## src/rtl/pipe_ctrl_pkg.sv

```systemverilog
// -----------------------------------------------------------------------------
// pipe_ctrl_pkg
// Shared types and constants for the pipeline hazard controller.
//   NREG / REG_W      : architectural register count and index width
//   FWD_*             : EX operand forwarding select encodings
//   state_t           : hazard controller FSM states
//   shadow_t          : one in-flight destination tracking entry
//   fwd_select()      : forwarding priority (EX/MEM over MEM/WB over RF)
// -----------------------------------------------------------------------------
package pipe_ctrl_pkg;

    localparam int unsigned NREG  = 32;
    localparam int unsigned REG_W = $clog2(NREG);

    localparam logic [1:0] FWD_RF    = 2'b00;
    localparam logic [1:0] FWD_MEMWB = 2'b01;
    localparam logic [1:0] FWD_EXMEM = 2'b10;

    typedef enum logic [1:0] {
        RUN,
        STALL,
        FLUSH
    } state_t;

    typedef struct packed {
        logic             valid;
        logic [REG_W-1:0] rd;
        logic             reg_wr;
        logic             mem_reg;
    } shadow_t;

    localparam shadow_t SHADOW_BUBBLE = '0;

    // The younger producer (in EX) always wins over the older one (in MEM).
    function automatic logic [1:0] fwd_select(input logic ex_hit, input logic mem_hit);
        if (ex_hit)       return FWD_EXMEM;
        else if (mem_hit) return FWD_MEMWB;
        else              return FWD_RF;
    endfunction

endpackage

```

## src/rtl/hazard_match.sv

```systemverilog
// -----------------------------------------------------------------------------
// hazard_match
// Combinational comparison of one ID source operand against one shadow entry.
//   use_src  in  source operand is actually read by the instruction
//   src      in  source register index
//   entry    in  shadow pipeline entry (valid, rd, reg_wr, mem_reg)
//   hit      out entry produces the value this source needs
//   load_hit out hit, and the producer is a load
// Register x0 never matches.
// -----------------------------------------------------------------------------
module hazard_match
    import pipe_ctrl_pkg::*;
(
    input  logic             use_src,
    input  logic [REG_W-1:0] src,
    input  shadow_t          entry,
    output logic             hit,
    output logic             load_hit
);

    always_comb begin
        hit      = use_src && (src != '0) && entry.valid && entry.reg_wr && (entry.rd == src);
        load_hit = hit && entry.mem_reg;
    end

endmodule

```

## src/rtl/hazard_ctrl.sv

```systemverilog
// -----------------------------------------------------------------------------
// hazard_ctrl
// Pipeline hazard controller for the five-stage core. Tracks in-flight
// destinations in a shadow EX/MEM/WB pipeline, selects EX operand forwarding,
// inserts the load-use bubble and squashes younger work on a taken branch.
//   clk, rst_n                  clock, asynchronous active-low reset
//   id_valid_in                 ID holds a real instruction
//   id_rs1_in / id_rs2_in       ID source indices
//   id_use_rs1_in/id_use_rs2_in instruction reads that source
//   id_rd_in, id_reg_wr_in      ID destination and write enable
//   id_mem_reg_in               ID instruction is a load
//   ex_branch_taken_in          taken branch/jump resolved in EX
//   stall_out                   hold PC and IF/ID, bubble into ID/EX
//   flush_ifid_out              squash IF/ID
//   flush_idex_out              bubble into ID/EX
//   fwd_rs1_out / fwd_rs2_out   registered EX forwarding selects
// Optional (macro HAZARD_PERF_CNT_EN):
//   stall_cnt_out / flush_cnt_out  wrapping counts of stall / flush cycles
// -----------------------------------------------------------------------------
module hazard_ctrl
    import pipe_ctrl_pkg::*;
(
    input  logic             clk,
    input  logic             rst_n,
    input  logic             id_valid_in,
    input  logic [REG_W-1:0] id_rs1_in,
    input  logic [REG_W-1:0] id_rs2_in,
    input  logic             id_use_rs1_in,
    input  logic             id_use_rs2_in,
    input  logic [REG_W-1:0] id_rd_in,
    input  logic             id_reg_wr_in,
    input  logic             id_mem_reg_in,
    input  logic             ex_branch_taken_in,
    output logic             stall_out,
    output logic             flush_ifid_out,
    output logic             flush_idex_out,
    output logic [1:0]       fwd_rs1_out,
    output logic [1:0]       fwd_rs2_out
`ifdef HAZARD_PERF_CNT_EN
    ,
    output logic [31:0]      stall_cnt_out,
    output logic [31:0]      flush_cnt_out
`endif
);

    state_t  state;
    shadow_t sh_ex, sh_mem, sh_wb;
    shadow_t id_entry;

    logic id_active;
    logic use1, use2;
    logic ex1_hit, ex2_hit, mem1_hit, mem2_hit;
    logic ex1_load, ex2_load, mem1_load, mem2_load;
    logic load_use;

    // The slot right after a flush holds a squashed fetch, whatever ID claims.
    always_comb begin
        id_active = id_valid_in && (state != FLUSH);
        use1      = id_active && id_use_rs1_in;
        use2      = id_active && id_use_rs2_in;
        id_entry  = '{valid: id_active, rd: id_rd_in, reg_wr: id_reg_wr_in, mem_reg: id_mem_reg_in};
    end

    hazard_match u_ex_rs1 (.use_src(use1), .src(id_rs1_in), .entry(sh_ex),
                           .hit(ex1_hit), .load_hit(ex1_load));
    hazard_match u_ex_rs2 (.use_src(use2), .src(id_rs2_in), .entry(sh_ex),
                           .hit(ex2_hit), .load_hit(ex2_load));
    hazard_match u_mem_rs1 (.use_src(use1), .src(id_rs1_in), .entry(sh_mem),
                            .hit(mem1_hit), .load_hit(mem1_load));
    hazard_match u_mem_rs2 (.use_src(use2), .src(id_rs2_in), .entry(sh_mem),
                            .hit(mem2_hit), .load_hit(mem2_load));

    // A load in MEM is forwarded from write-back, so only an EX load stalls.
    // sh_wb is retired state kept for visibility; nothing downstream reads it.
    logic unused_bits;
    assign unused_bits = ^{sh_wb, mem1_load, mem2_load};

    // The STALL gate keeps one ID instruction from stalling twice; the taken
    // branch overrides the stall since the stalled instruction is squashed.
    always_comb begin
        load_use       = (ex1_load || ex2_load) && (state != STALL);
        stall_out      = load_use && !ex_branch_taken_in;
        flush_ifid_out = ex_branch_taken_in;
        flush_idex_out = ex_branch_taken_in;
    end

    always_ff @(posedge clk or negedge rst_n) begin
        if (!rst_n) begin
            state       <= RUN;
            sh_ex       <= SHADOW_BUBBLE;
            sh_mem      <= SHADOW_BUBBLE;
            sh_wb       <= SHADOW_BUBBLE;
            fwd_rs1_out <= FWD_RF;
            fwd_rs2_out <= FWD_RF;
        end else begin
            sh_wb  <= sh_mem;
            sh_mem <= sh_ex;
            sh_ex  <= (stall_out || flush_idex_out) ? SHADOW_BUBBLE : id_entry;

            // Held selects during a stall belong to the instruction still in EX.
            if (flush_idex_out) begin
                fwd_rs1_out <= FWD_RF;
                fwd_rs2_out <= FWD_RF;
            end else if (!stall_out) begin
                fwd_rs1_out <= fwd_select(ex1_hit, mem1_hit);
                fwd_rs2_out <= fwd_select(ex2_hit, mem2_hit);
            end

            if (ex_branch_taken_in)
                state <= FLUSH;
            else if (stall_out)
                state <= STALL;
            else
                state <= RUN;
        end
    end

`ifdef HAZARD_PERF_CNT_EN
    always_ff @(posedge clk or negedge rst_n) begin
        if (!rst_n) begin
            stall_cnt_out <= '0;
            flush_cnt_out <= '0;
        end else begin
            if (stall_out)      stall_cnt_out <= stall_cnt_out + 32'd1;
            if (flush_ifid_out) flush_cnt_out <= flush_cnt_out + 32'd1;
        end
    end
`endif

endmodule

```

## config.mk

```make
export PLATFORM = sky130hd
export DESIGN_NAME = hazard_ctrl
export DESIGN_NICKNAME = d
export VERILOG_FILES = /design/src/rtl/pipe_ctrl_pkg.sv /design/src/rtl/hazard_match.sv /design/src/rtl/hazard_ctrl.sv
export SDC_FILE = /design/constraint.sdc
export NUM_CORES = 1
export LEC_CHECK = 0
export ABC_AREA = 1
export BUFFER_PORTS_ARGS = -buffer_cell sky130_fd_sc_hd__buf_2
export CELL_PAD_IN_SITES_DETAIL_PLACEMENT = 1
export CELL_PAD_IN_SITES_GLOBAL_PLACEMENT = 1
export CORE_ASPECT_RATIO = 1.2
export CORE_MARGIN = 1.5
export CORE_UTILIZATION = 30
export CTS_CLUSTER_SIZE = 25
export DETAILED_ROUTE_END_ITERATION = 8
export MAX_ROUTING_LAYER = met4
export PLACE_DENSITY = 0.76
export SLEW_MARGIN = 20
export SYNTH_ARGS = -nofsm -noshare
export SYNTH_HDL_FRONTEND = slang
export SYNTH_SLANG_ARGS = --single-unit
```

## constraint.sdc

```tcl
create_clock -name clk -period 2.31 [get_ports clk]
set_clock_uncertainty 0.1 [all_clocks]
set_input_delay 0.1155 -clock clk [delete_from_list [all_inputs] [get_ports clk]]
set_output_delay 0.1155 -clock clk [all_outputs]
set_load 0.01 [all_outputs]
```

==> results of run 1 <==
-- metal layers --
metal	GRT usage	vias to the layer above	wire length (um)
met5	-	-	0
met4	0.0593	0	37
met3	0.0269	5	104
met2	0.268	22	1750
met1	0.181	541	1410
li1	-	620	-
-- per-stage QoR --
step / cell area, um^2 / utilization / std cells
4_1_cts: 1640 / 0.390 / 275
2_1_floorplan: 1300 / - / 179
3_5_place_dp: 1500 / 0.358 / 262
6_report: 1640 / 0.390 / 275
5_1_grt: 1640 / 0.390 / 275
3_3_place_gp: 1500 / 0.358 / 262
-- logic make-up after synthesis --
logic type | count (synthesis) | synth area share
simple gates | 109 | 0.411
compound gates | 8 | 0.0346
xor+xnor | 7 | 0.0471
flops | 21 | 0.404
buf+inv | 34 | 0.104
-- power by group through the flow --
stage / sequential [mW] / clock [mW] / combinational, mW
2_1_floorplan: 0.398 / 0 / 0.0798
3_3_place_gp: 0.400 / 0 / 0.129
3_5_place_dp: 0.401 / 0 / 0.131
4_1_cts: 0.394 / 0.257 / 0.143
5_1_grt: 0.396 / 0.273 / 0.161
6_report: 0.393 / 0.249 / 0.141
-- placed cells by master, fill, tap and decap left out, types with 4 or more instances in the layout --
master         netlist  final
xnor2_1              4      4
nand4_1              5      5
nand3_1             11     11
nor2_1              16     16
dfrtp_1             21     21
inv_1               21     21
nor2_2              12     12
dlygate4sd3_1        0      9
inv_2               10     10
nand2_1             56     56
buf_2                0     29
-- area by class of cell --
cell class                      instances  share of cell area
Clock buffer                            4              0.0275
Sequential cell                        21               0.321
Tap cell                               56              0.0428
Timing Repair Buffer                   38               0.144
Multi-Input combinational cell        124               0.391
Inverter                               32              0.0734
-- final timing paths --
| check | to | depth (start not counted) | from | slack, ns |
|---|---|---|---|---|
| worst max-delay path | stall_out | 9 | sh_ex[3]$_DFF_PN0_ | 0.43 |
| worst min-delay path | sh_ex[7]$_DFF_PN0_ | 4 | id_valid_in | 0.12 |
| worst max register to register | sh_ex[3]$_DFF_PN0_ | 9 | sh_ex[3]$_DFF_PN0_ | 0.83 |
| worst min register to register | sh_mem[1]$_DFF_PN0_ | 0 | sh_ex[1]$_DFF_PN0_ | 0.28 |
| max in group asynchronous | sh_mem[5]$_DFF_PN0_ | 2 | rst_n | 1.53 |
| min in group asynchronous | fwd_rs2_out[0]$_DFFE_PN0P_ | 2 | rst_n | 0.24 |
-- registers in the layout, summed over array words and instances (netlist names) --
signal,cells
state,2
sh_ex,8
fwd_rs1_out,2
fwd_rs2_out,2
sh_mem,7
-- critical path, stage by stage, from the launching register on --
cell	delay [ns]
dfrtp_1	0.43
inv_1	0.09
nand2_1	0.09
nand3_1	0.08
nor2_1	0.13
nand3_2	0.11
nand2_4	0.11
nand2_4	0.09
nor2_1	0.13
buf_2	0.15
==> summary.md, run 1 <==
| Metric | Value |
|---|---|
| Drt via density | 4.32 |
| Die height | 75.1 um |
| Multi-input gate area | 641 um^2 |
| Synth Instances | 179 |
| Slew margin rel. | 0.678 |
| CORE AREA | 4200 um^2 |
| CTS H-tree lvls | 1 |
| Hold crit path type | primary input to flop |
| Final Hold Vio Count | 0 |
| Antenna violations before repair | 0 |
| Pre-CTS setup slack | 0.719 ns |
| P_sw | 0.221 mW |
| GRT Total Usage | 0.155 |
| Layout cell share with drive strength beyond 1 | 0.283 |
| Final ANT Viol Nets | 0 |
| Post-CTS Setup Bufs | 0 |
| Seq/Total Area, Yosys | 0.404 |
| Reg area | 526 um^2 |
| Ys async rst share | 1.00 |
| Critical Path Sink Type | output pin |
| Final net count | 243 |
| RSZ-0062 raised after global routing | false |
| Total clock buffers created by CTS | 3 |
| Final HPWL from detailed placement | 2.75 mm |
| Grt total ovfl | 0 |
| Mapped Area | 1300 um^2 |
| WP data arrival | 1.67 ns |
| Final WL | 3.30 mm |
| # rows | 26 |
| Mapped Nets | 202 |
| Distinct cell type count after synthesis | 22 |
| Clock sink total | 21 |
| Final Setup Violations | 0 |
| Residual DRC | 0 |
| Clk Latency, worst-skew pair | 0.26 ns |
| Most frequent cell after synthesis | nand2_1 |
| Die area | 4740 um^2 |
| Clock power share | 0.318 |
| EDFF count, synth | 0 |
| First-pass GRT wire length | 5.49 mm |
| Detailed-router iteration count before antenna repair | 4 |
| Worst-margin pin slew | 0.482 ns |
| Wire length per cell | 12.0 um |
| Max_cap viols | 0 |
| Status | completed |
| Setup ws final | 0.427 ns |
| Logic pwr share | 0.180 |
| Max FO, Critical Path | 5 |
| Critical path class | flop to output pin |
| Final Wtd Congestion | 0.886 |
| Port buffer count | 29 |
| Leakage Power | 0.894 nW |
| Post-CTS Resized | 0 |
| Synth top cells by count | 56 x nand2_1, 21 x dfrtp_1, 21 x inv_1 |
| Yosys top cell by area | dfrtp_1 |
| Die W | 63.1 um |
| Most used DFF post-synth | dfrtp_1 |
| Iter 0 DRT Violations | 32 |
| Sw Ratio | 0.282 |
| CTS root buffer | clkbuf_8 |
| Slew Limit Fails | 0 |
| CTS tree | done |
| Crit share post-route | 0.815 |
| Synth top area share | 0.404 |
| FILL cells | 537 |
| Largest net degree at the start of global routing | 22 |
| P_int | 0.563 mW |
| Cts hold-fix bufs | 9 |
| Ports | 30 |
| Vias | 1,188 |
| Sequential share of power | 0.502 |
| Number of diodes | 0 |
| Setup TNS | 0 ns |
| Hold WS | 0.123 ns |
| Min Tclk post-route | 1.88 ns |
| CP required | 2.09 ns |
| Overall Power | 0.783 mW |
| Synth Area per Inst | 7.27 um^2 |
| Peak ir drop on the vdd network | 233 uV |
| Synth area leaders | dfrtp_1 40%, nand2_1 16%, inv_1 6.1%, nor2_2 5.8%, nor2_1 4.6% |
| P&R area growth vs syn | 25.8% |
| Worst setup SP type | flop |
| Maximum clock rate | 531 MHz |
| CTS max path bufs | 2 |
| Clock-pin slew on the worst setup and hold paths | 0.08 ns |
| Vias in the first global route | 1,213 |
| Synth warn | 0 |
| Synth Register Bits | 21 |
| Power density over the cells | 479 nW/um^2 |
| Initial Util | 0.310 |
(Power assumes the default switching activity.)
==> run 2: changes to the inputs <==
--- a/config.mk
+++ b/config.mk
@@ -5,7 +5,7 @@
 export SDC_FILE = /design/constraint.sdc
 export NUM_CORES = 1
 export LEC_CHECK = 0
-export ABC_AREA = 1
+export ABC_AREA = 0
 export BUFFER_PORTS_ARGS = -buffer_cell sky130_fd_sc_hd__buf_2
 export CELL_PAD_IN_SITES_DETAIL_PLACEMENT = 1
 export CELL_PAD_IN_SITES_GLOBAL_PLACEMENT = 1
==> constraint.sdc (replaced) <==
create_clock -name clk -period 1.6 [get_ports clk]
set_clock_uncertainty 0.1 [all_clocks]
set_input_delay 0.08 -clock clk [delete_from_list [all_inputs] [get_ports clk]]
set_output_delay 0.08 -clock clk [all_outputs]
set_load 0.01 [all_outputs]
==> summary.md, run 2 <==
| Metric | Value |
|---|---|
| Status | complete, but fails checks |
| Failing checks | negative setup slack |
| Residual DRC | 0 |
| CP required | 1.42 ns |
| Leakage Power | 0.707 nW |
| Largest regs | sh_ex (8), sh_mem (7) |
| Mapped Nets | 116 |
| Die height | 67.9 um |
| Antenna violations before repair | 0 |
| EDFF count, synth | 0 |
| Wire length per cell | 17.5 um |
| Min Tclk post-route | 1.98 ns |
| Clock sink total | 21 |
| Mapped Area | 1050 um^2 |
| Die W | 57.1 um |
| Max FFs per register | 8 |
| Power density over the cells | 715 nW/um^2 |
| Worst-margin pin slew | 0.486 ns |
| Synth Instances | 93 |
| Critical path class | flop to output pin |
| Final HPWL from detailed placement | 2.28 mm |
| Post-Route Utilization | 0.471 |
| RSZ-0062 raised after global routing | true |
| Slew Limit Fails | 0 |
| Most frequent cell after synthesis | dfrtp_1 |
| Final net count | 172 |
| Commonest non-fill, non-tap cells in the layout | 29 x buf_2, 18 x dfrtp_1, 14 x buf_4 |
| Largest net degree at the start of global routing | 22 |
| Ports | 30 |
| # rows | 23 |
| Synth Area per Inst | 11.3 um^2 |
| Synth warn | 0 |
| Setup ws final | -0.383 ns |
| Final Wtd Congestion | 0.748 |
| Overall Power | 1.13 mW |
| Synth top area share | 0.499 |
| Hold crit path type | primary input to flop |
| Synth Register Bits | 21 |
| Distinct cell type count after synthesis | 29 |
| R2R setup slack | -0.21 ns |
| Final ANT Viol Nets | 0 |
| Grt total ovfl | 0 |
| CTS root buffer | clkbuf_8 |
| Critical Path Sink Type | output pin |
| Die area | 3880 um^2 |
| Vias | 921 |
| First-pass GRT wire length | 5.14 mm |
| Max_cap viols | 0 |
| WP data arrival | 1.80 ns |
| Drt via density | 4.98 |
| Final Hold Vio Count | 0 |
| Yosys top cell by area | dfrtp_1 |
| CTS max path bufs | 2 |
| Detailed-router iteration count before antenna repair | 4 |
| Initial Util | 0.316 |
| Crit share post-route | 1.24 |
| Slew margin rel. | 0.676 |
| Iter 0 DRT Violations | 18 |
| Total clock buffers created by CTS | 3 |
| Number of diodes | 0 |
| GRT Total Usage | 0.188 |
| Seq/Total Area, Yosys | 0.499 |
| CTS H-tree lvls | 1 |
| Synth area leaders | dfrtp_1 50%, xnor2_1 9.1%, xor2_1 7.5%, and2_2 3.6%, and2_1 2.4% |
| Worst setup SP type | flop |
| Max FO, Critical Path | 3 |
| Port buffer count | 29 |
| P&R area growth vs syn | 49.3% |
| CTS tree | done |
| Pre-CTS setup slack | -0.233 ns |
| CORE AREA | 3340 um^2 |
| Ys async rst share | 1.00 |
| Maximum clock rate | 504 MHz |
| Clk Latency, worst-skew pair | 0.26 ns |
| Most used DFF post-synth | dfrtp_1 |
| Clock-pin slew on the worst setup and hold paths | 0.08 ns |
| Layout cell share with drive strength beyond 1 | 0.480 |
| Peak ir drop on the vdd network | 522 uV |
| Final WL | 3.24 mm |
| Vias in the first global route | 1,064 |
| Most common cell after layout, fill and taps aside | buf_2 |
| Synth top cells by count | 21 x dfrtp_1, 11 x xnor2_1, 9 x xor2_1 |
| Top reg by flops | sh_ex |
| Final Setup Violations | 13 |
## run 2: cell types whose count changed in the layout (fill, tap and decap cells not counted), moves of 10 or more
cell / previous run / this run
nand2_1: 56 / 3
buf_4: 0 / 14
inv_2: 10 / 0
nor2_2: 12 / 1
inv_1: 21 / 2
nor2_1: 16 / 4
## run 2: routing by layer
layer	wire [um]	GRT usage	up-vias	part of all wire
met4	85	0.0843	0	0.026
li1	-	-	428	-
met2	1870	0.368	24	0.58
met1	1210	0.187	459	0.38
met3	67	0.0208	10	0.021
met5	0	-	-	0
## run 2: final cells by class
cell class	count	area, um^2
clock buffer	3	41.3
clock inverter	1	5.00
timing repair buffer	53	360
multi-input combinational	68	583
tap	37	46.3
inverter	2	7.51
fill	384	1770
sequential	21	529
## run 2: stage by stage
stage / hold slack, ns / std cells / area [um^2] / TNS [ns]
after global routing: 0.0143 / 185 / 1570 / -3.67
after detailed placement: -0.0360 / 169 / 1350 / -2.21
after global placement: -0.0399 / 169 / 1350 / -1.14
final: 0.00511 / 185 / 1570 / -2.37
after CTS: 0.00387 / 185 / 1560 / -2.59
after floorplan: -0.316 / 93 / 1070 / -0.192
## run 2: worst max-delay path, cell delays in order (launching register included)
cell	delay (ns)
dfrtp_2	0.45
xor2_2	0.17
nor4_4	0.31
and3_4	0.24
a21oi_2	0.07
nor2_2	0.13
buf_2	0.17
## run 2: kinds of logic (layout without fill, tap and decap cells)
group           after synthesis  in the layout  share of synthesized area
flops                        21             21                      0.499
simple gates                 38             38                      0.240
buf+inv                       4             59                     0.0214
compound gates               10             10                     0.0736
xor+xnor                     20             20                      0.166
## run 2: worst paths after layout
check,startpoint,endpoint,depth (start not counted)
worst max-delay path,sh_ex[5]$_DFF_PN0_,stall_out,6
max in group asynchronous,rst_n,sh_ex[2]$_DFF_PN0_,2
min in group asynchronous,rst_n,sh_mem[3]$_DFF_PN0_,2
worst min-delay path,id_valid_in,sh_ex[7]$_DFF_PN0_,2
worst max register to register,sh_ex[6]$_DFF_PN0_,sh_ex[0]$_DFF_PN0_,6
worst min register to register,sh_ex[7]$_DFF_PN0_,sh_mem[7]$_DFF_PN0_,0
## run 2: what timing repair did
action | 4_1_cts | 5_1_grt
hold buffers | 9 | 0
endpoints found under the setup margin | 14 | 14
pin swaps | 7 | 2
endpoints found under the hold margin | 29 | 0
setup buffers | 3 | 0
resized for setup | 9 | 5
## run 2: report_power, final
group | internal (mW) | switching, mW | leakage [nW]
logic | 0.103 | 0.0937 | 0.409
clock network | 0.174 | 0.183 | 0.0255
registers | 0.551 | 0.0206 | 0.272
total | 0.828 | 0.298 | 0.707
